`src/rtl/upg_arbiter_pkg.sv`:
```
// Shared types and constants for the programming-upgrade arbiter.
// Holds the mode encoding and the address bit that selects the memory bank.
package upg_arbiter_pkg;

    typedef enum logic [1:0] {
        ST_RUN  = 2'b00,
        ST_PROG = 2'b01,
        ST_HOLD = 2'b10
    } state_e;

    localparam int BANK_BIT = 14;
    localparam int ADR_W    = 14;
    localparam int DAT_W    = 32;

    function automatic logic [15:0] sat_inc16(input logic [15:0] v);
        return (v == 16'hFFFF) ? v : v + 16'd1;
    endfunction

endpackage

```
`src/rtl/upg_arbiter_if.sv`:
```
// Programmer, CPU and memory write ports of the arbiter.
// The slave modport is the arbiter's view; master is the environment's view.
interface upg_arbiter_if;
    import upg_arbiter_pkg::*;

    logic               upg_wen_i;
    logic [BANK_BIT:0]  upg_adr_i;
    logic [DAT_W-1:0]   upg_dat_i;
    logic               upg_done_i;
    logic               cpu_wen_i;
    logic [ADR_W-1:0]   cpu_adr_i;
    logic [DAT_W-1:0]   cpu_dat_i;
    logic               imem_wen_o;
    logic [ADR_W-1:0]   imem_adr_o;
    logic [DAT_W-1:0]   imem_dat_o;
    logic               dmem_wen_o;
    logic [ADR_W-1:0]   dmem_adr_o;
    logic [DAT_W-1:0]   dmem_dat_o;

    modport slave (
        input  upg_wen_i, upg_adr_i, upg_dat_i, upg_done_i,
        input  cpu_wen_i, cpu_adr_i, cpu_dat_i,
        output imem_wen_o, imem_adr_o, imem_dat_o,
        output dmem_wen_o, dmem_adr_o, dmem_dat_o
    );

    modport master (
        output upg_wen_i, upg_adr_i, upg_dat_i, upg_done_i,
        output cpu_wen_i, cpu_adr_i, cpu_dat_i,
        input  imem_wen_o, imem_adr_o, imem_dat_o,
        input  dmem_wen_o, dmem_adr_o, dmem_dat_o
    );

endinterface

```
`src/rtl/upg_arbiter_key_debounce.sv`:
```
// Synchronizes and debounces the program-mode key; press_o pulses for one
// cycle when the accepted level goes from 0 to 1.
module key_debounce #(
    parameter logic [19:0] DEB_CYC = 20'd1000000
) (
    input  logic clk,
    input  logic rst,
    input  logic key_i,
    output logic press_o
);
    logic        sync1_q;
    logic        sync2_q;
    logic        level_q;
    logic        press_q;
    logic [19:0] cnt_q;

    // Two-flop synchronizer for the asynchronous key.
    always_ff @(posedge clk or negedge rst) begin
        if (!rst) begin
            sync1_q <= 1'b0;
            sync2_q <= 1'b0;
        end else begin
            sync1_q <= key_i;
            sync2_q <= sync1_q;
        end
    end

    // Accept a new level only after DEB_CYC consecutive differing samples.
    always_ff @(posedge clk or negedge rst) begin
        if (!rst) begin
            level_q <= 1'b0;
            press_q <= 1'b0;
            cnt_q   <= 20'd0;
        end else begin
            press_q <= 1'b0;
            if (sync2_q == level_q) begin
                cnt_q <= 20'd0;
            end else if (cnt_q >= DEB_CYC - 20'd1) begin
                level_q <= sync2_q;
                press_q <= sync2_q;
                cnt_q   <= 20'd0;
            end else begin
                cnt_q <= cnt_q + 20'd1;
            end
        end
    end

    assign press_o = press_q;

endmodule

```
`src/rtl/upg_arbiter.sv`:
```
// Arbitrates the instruction/data memory write ports between the CPU and a
// UART programmer, sequencing CPU and programmer resets around a session.
module upg_arbiter
    import upg_arbiter_pkg::*;
#(
    parameter logic [19:0] DEB_CYC  = 20'd1000000,
    parameter logic [7:0]  HOLD_CYC = 8'd16
) (
    input  logic          clk,
    input  logic          rst,
    input  logic          prog_key,
    upg_arbiter_if.slave  bus,
    output logic          upg_rst_o,
    output logic          cpu_rst_n_o,
    output logic [1:0]    mode_o,
    output logic [15:0]   word_cnt_o,
    output logic          prog_err_o
);
    state_e           state_q;
    logic [7:0]       hold_cnt_q;
    logic             upg_rst_q;
    logic             cpu_rst_n_q;
    logic             prog_err_q;
    logic [15:0]      word_cnt_q;
    logic             press_s;
    logic             upg_bank_s;
    logic [ADR_W-1:0] upg_word_s;

    key_debounce #(.DEB_CYC(DEB_CYC)) u_key_debounce (
        .clk     (clk),
        .rst     (rst),
        .key_i   (prog_key),
        .press_o (press_s)
    );

    assign upg_bank_s = bus.upg_adr_i[BANK_BIT];
    assign upg_word_s = bus.upg_adr_i[BANK_BIT-1:0];

    // Mode sequencer; reset outputs are updated on the same edge as the state.
    always_ff @(posedge clk or negedge rst) begin
        if (!rst) begin
            state_q     <= ST_HOLD;
            hold_cnt_q  <= HOLD_CYC;
            upg_rst_q   <= 1'b1;
            cpu_rst_n_q <= 1'b0;
            word_cnt_q  <= 16'd0;
            prog_err_q  <= 1'b0;
        end else begin
            case (state_q)
                ST_RUN: begin
                    if (press_s) begin
                        state_q     <= ST_PROG;
                        word_cnt_q  <= 16'd0;
                        prog_err_q  <= 1'b0;
                        cpu_rst_n_q <= 1'b0;
                        upg_rst_q   <= 1'b0;
                    end
                end
                ST_PROG: begin
                    if (bus.upg_wen_i) begin
                        word_cnt_q <= sat_inc16(word_cnt_q);
                    end
                    // A key press aborts the session and takes priority over done.
                    if (press_s || bus.upg_done_i) begin
                        state_q    <= ST_HOLD;
                        hold_cnt_q <= HOLD_CYC;
                        upg_rst_q  <= 1'b1;
                        prog_err_q <= press_s;
                    end
                end
                ST_HOLD: begin
                    if (hold_cnt_q == 8'd0) begin
                        state_q     <= ST_RUN;
                        cpu_rst_n_q <= 1'b1;
                    end else begin
                        hold_cnt_q <= hold_cnt_q - 8'd1;
                    end
                end
                default: begin
                    state_q     <= ST_HOLD;
                    hold_cnt_q  <= HOLD_CYC;
                    upg_rst_q   <= 1'b1;
                    cpu_rst_n_q <= 1'b0;
                end
            endcase
        end
    end

    // Memory port steering from the registered mode, no added latency.
    always_comb begin
        bus.imem_wen_o = 1'b0;
        bus.imem_adr_o = 14'd0;
        bus.imem_dat_o = 32'd0;
        bus.dmem_wen_o = 1'b0;
        bus.dmem_adr_o = 14'd0;
        bus.dmem_dat_o = 32'd0;
        case (state_q)
            ST_RUN: begin
                bus.dmem_wen_o = bus.cpu_wen_i;
                bus.dmem_adr_o = bus.cpu_adr_i;
                bus.dmem_dat_o = bus.cpu_dat_i;
            end
            ST_PROG: begin
                bus.imem_wen_o = bus.upg_wen_i & ~upg_bank_s;
                bus.imem_adr_o = upg_word_s;
                bus.imem_dat_o = bus.upg_dat_i;
                bus.dmem_wen_o = bus.upg_wen_i & upg_bank_s;
                bus.dmem_adr_o = upg_word_s;
                bus.dmem_dat_o = bus.upg_dat_i;
            end
            ST_HOLD: begin
                bus.dmem_wen_o = 1'b0;
            end
            default: begin
                bus.dmem_wen_o = 1'b0;
            end
        endcase
    end

    assign upg_rst_o   = upg_rst_q;
    assign cpu_rst_n_o = cpu_rst_n_q;
    assign mode_o      = state_q;
    assign word_cnt_o  = word_cnt_q;
    assign prog_err_o  = prog_err_q;

endmodule

```
`src/flat_wrapper.sv`:
```
// flat-port wrapper written by rule: the top's interface ports become plain ports
module upg_arbiter_flat import upg_arbiter_pkg::*;
#(
    parameter logic [19:0] DEB_CYC  = 20'd1000000,
    parameter logic [7:0]  HOLD_CYC = 8'd16
)
  (clk, rst, prog_key, upg_rst_o, cpu_rst_n_o, mode_o, word_cnt_o, prog_err_o, bus_upg_wen_i, bus_upg_adr_i, bus_upg_dat_i, bus_upg_done_i, bus_cpu_wen_i, bus_cpu_adr_i, bus_cpu_dat_i, bus_imem_wen_o, bus_imem_adr_o, bus_imem_dat_o, bus_dmem_wen_o, bus_dmem_adr_o, bus_dmem_dat_o);
  upg_arbiter_if bus_i ();
  input  logic clk;
  input  logic rst;
  input  logic prog_key;
  output logic upg_rst_o;
  output logic cpu_rst_n_o;
  output logic [1:0] mode_o;
  output logic [15:0] word_cnt_o;
  output logic prog_err_o;
  input wire logic [$bits(bus_i.upg_wen_i)-1:0] bus_upg_wen_i;
  input wire logic [$bits(bus_i.upg_adr_i)-1:0] bus_upg_adr_i;
  input wire logic [$bits(bus_i.upg_dat_i)-1:0] bus_upg_dat_i;
  input wire logic [$bits(bus_i.upg_done_i)-1:0] bus_upg_done_i;
  input wire logic [$bits(bus_i.cpu_wen_i)-1:0] bus_cpu_wen_i;
  input wire logic [$bits(bus_i.cpu_adr_i)-1:0] bus_cpu_adr_i;
  input wire logic [$bits(bus_i.cpu_dat_i)-1:0] bus_cpu_dat_i;
  output wire logic [$bits(bus_i.imem_wen_o)-1:0] bus_imem_wen_o;
  output wire logic [$bits(bus_i.imem_adr_o)-1:0] bus_imem_adr_o;
  output wire logic [$bits(bus_i.imem_dat_o)-1:0] bus_imem_dat_o;
  output wire logic [$bits(bus_i.dmem_wen_o)-1:0] bus_dmem_wen_o;
  output wire logic [$bits(bus_i.dmem_adr_o)-1:0] bus_dmem_adr_o;
  output wire logic [$bits(bus_i.dmem_dat_o)-1:0] bus_dmem_dat_o;
  assign bus_i.upg_wen_i = bus_upg_wen_i;
  assign bus_i.upg_adr_i = bus_upg_adr_i;
  assign bus_i.upg_dat_i = bus_upg_dat_i;
  assign bus_i.upg_done_i = bus_upg_done_i;
  assign bus_i.cpu_wen_i = bus_cpu_wen_i;
  assign bus_i.cpu_adr_i = bus_cpu_adr_i;
  assign bus_i.cpu_dat_i = bus_cpu_dat_i;
  assign bus_imem_wen_o = bus_i.imem_wen_o;
  assign bus_imem_adr_o = bus_i.imem_adr_o;
  assign bus_imem_dat_o = bus_i.imem_dat_o;
  assign bus_dmem_wen_o = bus_i.dmem_wen_o;
  assign bus_dmem_adr_o = bus_i.dmem_adr_o;
  assign bus_dmem_dat_o = bus_i.dmem_dat_o;
  upg_arbiter #(.DEB_CYC(DEB_CYC), .HOLD_CYC(HOLD_CYC)) u_core (.clk(clk), .rst(rst), .prog_key(prog_key), .bus(bus_i), .upg_rst_o(upg_rst_o), .cpu_rst_n_o(cpu_rst_n_o), .mode_o(mode_o), .word_cnt_o(word_cnt_o), .prog_err_o(prog_err_o));
endmodule
```
`config.mk`:
```
export PLATFORM = sky130hd
export DESIGN_NAME = upg_arbiter_flat
export DESIGN_NICKNAME = d
export VERILOG_FILES = /design/src/rtl/upg_arbiter_pkg.sv /design/src/rtl/upg_arbiter_if.sv /design/src/rtl/upg_arbiter_key_debounce.sv /design/src/rtl/upg_arbiter.sv /design/src/flat_wrapper.sv
export SDC_FILE = /design/constraint.sdc
export NUM_CORES = 1
export LEC_CHECK = 0
export BUFFER_PORTS_ARGS = -buffer_cell sky130_fd_sc_hd__buf_4
export CORE_ASPECT_RATIO = 0.75
export CORE_MARGIN = 4
export CORE_UTILIZATION = 48
export DETAILED_ROUTE_END_ITERATION = 16
export HOLD_SLACK_MARGIN = 0.1
export PLACE_DENSITY = 0.86
export SLEW_MARGIN = 5
export SYNTH_ARGS = -nofsm -noshare
export SYNTH_HDL_FRONTEND = slang
export SYNTH_SLANG_ARGS = --single-unit
```
`constraint.sdc`:
```
create_clock -name clk -period 3.2 [get_ports clk]
set_input_delay 0.32 -clock clk [delete_from_list [all_inputs] [get_ports clk]]
set_output_delay 0.32 -clock clk [all_outputs]
set_load 0.01 [all_outputs]
```
==> results of run 1 <==
cells by family after synthesis:
logic type	Yosys count	share of synthesized area (%)
buffers and inverters	39	4.083
adders and majority gates	4	1.328
xor gates and xnor gates	16	3.718
DFF	53	35.29
muxes	50	13.38
and+or+nand+nor	224	30.84
AOI/OAI and AO/OA	67	11.36
worst paths after layout:
kind,end
worst max register to register,u_core.word_cnt_o[10]
worst max-delay path,bus_imem_adr_o[6]
max in group asynchronous,u_core.mode_o[0]
worst min-delay path,u_core.mode_o[1]
worst min register to register,u_core.u_key_debounce.sync2_q
min in group asynchronous,u_core.u_key_debounce.cnt_q[15]
area by class of cell:
cell class,instances,share of cell area (%)
Clock buffer,7,1.559
Clock inverter,1,0.1356
Timing Repair Buffer,218,29.87
Multi-Input combinational cell,361,41.30
Inverter,12,0.8134
Tap cell,101,2.282
Sequential cell,53,24.04
synthesized netlist by cell type, types with 2 or more instances:
cell type,number
nor3_1,7
ha_1,4
mux2_2,3
nor4b_1,2
inv_1,12
clkbuf_1,18
or3_1,7
a41oi_1,3
nand2b_1,8
xor2_1,5
a21oi_1,20
nor2b_1,3
nand2_1,24
nand3_1,20
nand4_1,4
o21ai_0,14
buf_2,6
and2_1,46
a41o_1,2
or4_1,6
a31oi_1,11
xnor2_1,11
o211ai_1,2
mux2i_1,47
a2111oi_0,2
dfrtp_1,50
and3_1,4
o31ai_1,2
buf_1,3
or2_2,2
dfstp_2,3
nor4_1,6
and4_1,4
nor2_1,76
worst register-to-register path: cells and delay by family, from the launching register on:
kind,cells,cell delay [ns]
AO/OA/AOI/OAI,2,1.07
flip-flops,1,0.76
AND/OR/NAND/NOR,2,0.43
registers in the layout, summed over array words and instances (netlist names), 2 cells and up:
name                         cells
u_core.mode_o                    2
u_core.u_key_debounce.cnt_q     20
u_core.hold_cnt_q                8
u_core.word_cnt_o               16
timing repair:
action,CTS,global route
endpoints found under the setup margin,0,0
hold endpoints to repair,50,1
setup buffers,0,0
hold buffers,1,1
cell usage in the layout, fill, tap and decap left out, types with 8 or more instances in the layout:
master and instances:
xnor2_1 11, a31oi_1 11, mux2i_1 47, a21oi_1 20, dfrtp_1 49, nand3_1 20, buf_4 215, inv_1 12
nand2_1 24, nor2_1 76, nand2b_1 8, and2_1 46, o21ai_0 14
where the power goes:
group	total [mW]	internal [mW]	switching [mW]
Sequential	0.679	0.674	0.00482
Combinational	0.237	0.134	0.103
Clock	0.407	0.176	0.231
through the flow:
stage	cells	util, %	setup WS (ns)	total power, mW
6_report	753	73.84	0.5372	1.322
5_1_grt	753	73.84	0.3867	1.376
4_1_cts	752	73.71	0.5583	1.322
3_5_place_dp	743	72.32	0.8980	0.9267
3_3_place_gp	743	72.32	0.9926	0.9235
2_1_floorplan	453	-	1.299	0.7475
routing by layer:
metal | vias up | wire, um
li1 | 1979 | -
met1 | 2004 | 5503
met2 | 206 | 7037
met3 | 36 | 1058
met4 | 0 | 528
met5 | - | 0
==> flow_metrics.tcl, run 1 <==
set metrics [dict create \
    status "finished clean" \
    critPathCaptureType "primary output" \
    syn_area_um2 3769 \
    postSynth.asyncResetShare_pct 100.0 \
    place_area_um2 5424 \
    slew_viol_final 0 \
    critPathBufInv 2 \
    synth_top_area_cell "dfrtp_1" \
    htreeDepth 2 \
    finalSetupTns_ns 0 \
    cp_max_fo 40 \
    track_usage_pct 30.09 \
    setup.worst_path.class "reg -> out" \
    skew_ns 0.01396 \
    grt_use_met3_pct 5.534 \
    r2r_slack_ns 0.89 \
    final_cell_area_um2 5538 \
    dieArea_um2 9348 \
    critPathMaxStageDelay_ns 0.76 \
    r2r_start "u_core.mode_o[0]" \
    ys_warn_count 0 \
    io_pins 214 \
    dieWidth_um 110.3 \
    synth_edf_count 0 \
    finalHoldViolCount 0 \
    synth_flop_cell "dfrtp_1" \
    dp_hpwl_um 11370 \
    syn_inst 453 \
    holdPathStages 3 \
    clock_sinks 53 \
    num_rows 27 \
    seqCellArea_um2 1331 \
    cts_resized 0 \
    portBuffers 213 \
    clock.fmax_ghz 0.3755 \
    path_clk_slew_ns 0.09 \
    ys_seq_area_share_pct 35.29 \
    path_cells "nor2b_2 > buf_12 > and2_1 > buf_4" \
    dieHeight_um 84.74 \
    top_usage_layer "met2" \
    core-area_um2 7500 \
    slew_headroom_pct 36.28 \
    synth_fp_nets 556 \
    grt_pass1_vias 4140 \
    drc_errors 0 \
    grt_first_pass_wirelength_um 21820 \
    peakVddDrop_v 0.0001940 \
    worst_slew_pin_slew_ns 0.9433 \
    power_leakage_nw 2.578 \
    worstPathArrival_ns 2.34 \
    vias_per_cell 5.611 \
    drive_above_1_share_pct 36.35 \
    cts_buffer_depth 2 \
    rsz0062_at_grt "no" \
    antenna_left 0 \
    use_met1_pct 37.92 \
    yosysTopAreaCellShare_pct 33.20 \
    synthTopCellsByArea "dfrtp_1 33%, mux2i_1 12%, and2_1 7.6%" \
    nNetsFinal 754 \
    initial_core_util_pct 50.25 \
    finalCritPeriodShare_pct 83.21 \
    holdWs_ns 0.2794 \
    setup_viol 0 \
    antenna_found_initial 0 \
    min_from "bus_upg_done_i" \
    cts-root-buf "clkbuf_8" \
    grt_max_degree 54 \
    p_per_area_nw_per_um2 238.8 \
    grt_use_met2_pct 50.72 \
    clock_latency_ns 0.32 \
    num_antenna_cells 0 \
    crit_path_start_kind "flop" \
    grt_remaining_overflow 0 \
    crit_slowest_cell "dfrtp_2" \
    multiInputGateArea_um2 2287 \
    crit_cells 4 \
    place_congestion 0.9612 \
    syn_avg_cell_area_um2 8.319 \
    fin_crit_ns 2.663 \
    area_growth_pct 46.95 \
    reg2reg_depth 4 \
    cts_buffers 5 \
    vias 4225 \
    yosysUniqueCellTypes 50 \
    wl_per_cell_um 18.76 \
    hold_path.class "in -> reg" \
    cp.required_ns 2.88 \
    cts_tree "done" \
    wl_um 14130 \
    crit_family "simple AND/OR/NAND/NOR gates" \
    dr.pass1.iters 5 \
    startpoint "u_core.mode_o[0]" \
    drt_iter0_drc 256 \
    ys_ff_latch 53 \
    num-fill-cells 586 \
    maxCapViolations 0 \
]
(Power assumes the default switching activity.)
==> inputs of run 2 (changes only) <==
Settings changed: ABC_AREA set to 1, CORE_UTILIZATION 48 to 41, PLACE_DENSITY 0.86 to 0.78.
Clock period 3.2 ns to 2.4 ns, I/O delays scaled along.
==> flow_metrics.tcl, run 2 <==
set metrics [dict create \
    status "finished clean" \
    cts_buffers 5 \
    skew_ns 0.007045 \
    cts-root-buf "clkbuf_16" \
    postSynth.asyncResetShare_pct 100.0 \
    dieWidth_um 119.7 \
    wl_um 13900 \
    peakVddDrop_v 0.0002839 \
    worstPathArrival_ns 1.79 \
    dieHeight_um 91.76 \
    drt_iter0_drc 363 \
    io_pins 214 \
    initial_core_util_pct 42.22 \
    fin_crit_ns 2.027 \
    clock.fmax_ghz 0.4934 \
    r2r-end "u_core.u_key_debounce.cnt_q[13]" \
    place_congestion 0.9430 \
    grt_pass1_vias 4350 \
    path_clk_slew_ns 0.07 \
    num-fill-cells 838 \
    largest_register_ffs 20 \
    vias_per_cell 4.854 \
    finalSetupTns_ns 0 \
    synthTopCellsByArea "dfrtp_1 33%, nand2_1 16%, nor2_1 11%" \
    switching_power_uw 479.7 \
    nNetsFinal 921 \
    netlist_top_cells_count "159 x nand2_1, 109 x nor2_1, 87 x inv_1" \
    ys_warn_count 0 \
    min_from "bus_upg_done_i" \
    num_rows 30 \
    place_area_um2 5548 \
    maxCapViolations 0 \
    wl_per_cell_um 14.63 \
    track_usage_pct 24.40 \
    yosysMostFrequentCell "nand2_1" \
    slew_headroom_pct 54.79 \
    setup_viol 0 \
    startpoint "u_core.mode_o[1]" \
    critPathCaptureType "primary output" \
    hold_path.class "in -> reg" \
    final_cell_mix "216 x buf_4, 159 x nand2_1, 109 x nor2_1, 87 x inv_1, 68 x o21ai_1" \
    p_comb_share_pct 14.9 \
    drc_errors 0 \
    slew_viol_final 0 \
    cp.required_ns 2.16 \
    area_growth_pct 50.41 \
    yosysTopAreaCellShare_pct 32.63 \
    grt_remaining_overflow 0 \
    htreeDepth 2 \
    vias 4611 \
    pre_cts_ws_ns 0.4961 \
    crit_path_start_kind "flop" \
    dr.pass1.iters 5 \
    fin_util_pct 63.50 \
    synth_fp_nets 715 \
    yosysUniqueCellTypes 29 \
    setup.worst_path.class "reg -> out" \
    r2r_slack_ns 0.56 \
    drive_above_1_share_pct 30.40 \
    antenna_found_initial 3 \
    cts_buffer_depth 2 \
    fin_ws_ns 0.3733 \
    p_clk_share_pct 43.3 \
    cts_tree "done" \
    holdPathStages 4 \
    sw_frac_of_total_pct 22.26 \
    finalHoldViolCount 0 \
    syn_area_um2 3835 \
    portBuffers 213 \
    synth_top_area_cell "dfrtp_1" \
    p_per_area_nw_per_um2 373.5 \
    max_flop_register "u_core.u_key_debounce.cnt_q" \
    synth_flop_cell "dfrtp_1" \
    finalCritPeriodShare_pct 84.44 \
    r2r_start "u_core.u_key_debounce.cnt_q[0]" \
    core-area_um2 9084 \
    clock_sinks 53 \
    dp_hpwl_um 11060 \
    reg2reg_depth 9 \
    worst_slew_pin_slew_ns 0.6782 \
    syn_avg_cell_area_um2 6.266 \
    final_cell_area_um2 5768 \
    ys_seq_area_share_pct 34.68 \
    grt_max_degree 54 \
    grt_first_pass_wirelength_um 21900 \
    cp_max_fo 47 \
    pwr-share-seq_pct 41.9 \
    synth_edf_count 0 \
    power_leakage_nw 3.123 \
    final_common_cell "buf_4" \
    whs_endpoint "u_core.mode_o[0]" \
    syn_inst 612 \
    ys_ff_latch 53 \
    antenna_left 0 \
    rsz0062_at_grt "no" \
    dieArea_um2 10980 \
    clock_latency_ns 0.29 \
    p_int_mw 1.675 \
]
## run 2: cell count changes in the layout (fill, tap and decap cells not counted), moves of 8 or more
cell / delta
inv_1: +75
o21ai_1: +68
nand3_1: +16
nand2_1: +135
nor2_1: +33
mux2i_1: -47
inv_2: +8
a31oi_1: -11
and2_1: -46
a21oi_1: -17
nand2b_1: -8
## run 2: timing repair
action,CTS,global route
endpoints found under the hold margin,51,0
buffers inserted,0,0
gates resized for setup,0,2
hold buffers,2,0
endpoints found under the setup margin,0,1
## run 2: metrics by stage
| stage | std cells | power (mW) | hold slack [ns] |
|---|---|---|---|
| after floorplan | 612 | 1.013 | -0.05559 |
| after global placement | 937 | 1.232 | 0.3172 |
| after detailed placement | 937 | 1.236 | 0.3227 |
| after CTS | 947 | 2.169 | 0.3016 |
| after global routing | 950 | 2.238 | 0.3176 |
| final | 950 | 2.155 | 0.3076 |
## run 2: worst max-delay path by stage
| stage | end | depth (start not counted) |
|---|---|---|
| floorplan | bus_dmem_adr_o[0] | 7 |
| global placement | bus_dmem_dat_o[1] | 6 |
| detailed placement | bus_dmem_dat_o[7] | 6 |
| CTS | bus_dmem_dat_o[7] | 6 |
| global route | bus_dmem_dat_o[15] | 6 |
| finish | bus_imem_dat_o[16] | 5 |
## run 2: critical path, stage by stage (launching register included)
cell and delay [ns]:
dfstp_2 0.62, nor2_8 0.06, inv_2 0.27, buf_12 0.27
nor2_1 0.11, buf_4 0.16
## run 2: final cells by class
class	count	area, um2	area share [%]
inverters	96	362.8	6.291
flip-flops and latches	53	1330	23.06
well taps	128	160.2	2.777
repair buffers	220	1682	29.15
clock inverters	3	65.06	1.128
diodes	3	7.507	0.1302
multi-input cells	442	2036	35.29
clock buffers	5	125.1	2.169
## run 2: cell families (layout without fill, tap and decap cells)
family / Yosys count / after routing / share of synthesized area, %
DFF: 53 / 53 / 34.68
xor gates and xnor gates: 16 / 16 / 3.654
AOI/OAI and AO/OA: 90 / 90 / 12.33
and+or+nand+nor: 332 / 332 / 35.79
other: 0 / 3 / 0
buffers and inverters: 117 / 324 / 12.23
adders and majority gates: 4 / 4 / 1.305
## run 2: metal layers
| metal | vias to the layer above | track usage [%] | share of wire [%] |
|---|---|---|---|
| li1 | 2313 | - | - |
| met1 | 2095 | 33.18 | 44 |
| met2 | 178 | 39.29 | 46 |
| met3 | 25 | 4.254 | 7.1 |
| met4 | 0 | 8.484 | 3.0 |
| met5 | - | 0 | 0 |
## run 2: power groups by stage
| stage | registers [mW] | logic (mW) | clock network, mW |
|---|---|---|---|
| 2_1_floorplan | 0.919 | 0.0941 | 0 |
| 3_3_place_gp | 0.919 | 0.313 | 0 |
| 3_5_place_dp | 0.920 | 0.317 | 0 |
| 4_1_cts | 0.902 | 0.321 | 0.946 |
| 5_1_grt | 0.903 | 0.349 | 0.986 |
| 6_report | 0.902 | 0.320 | 0.933 |
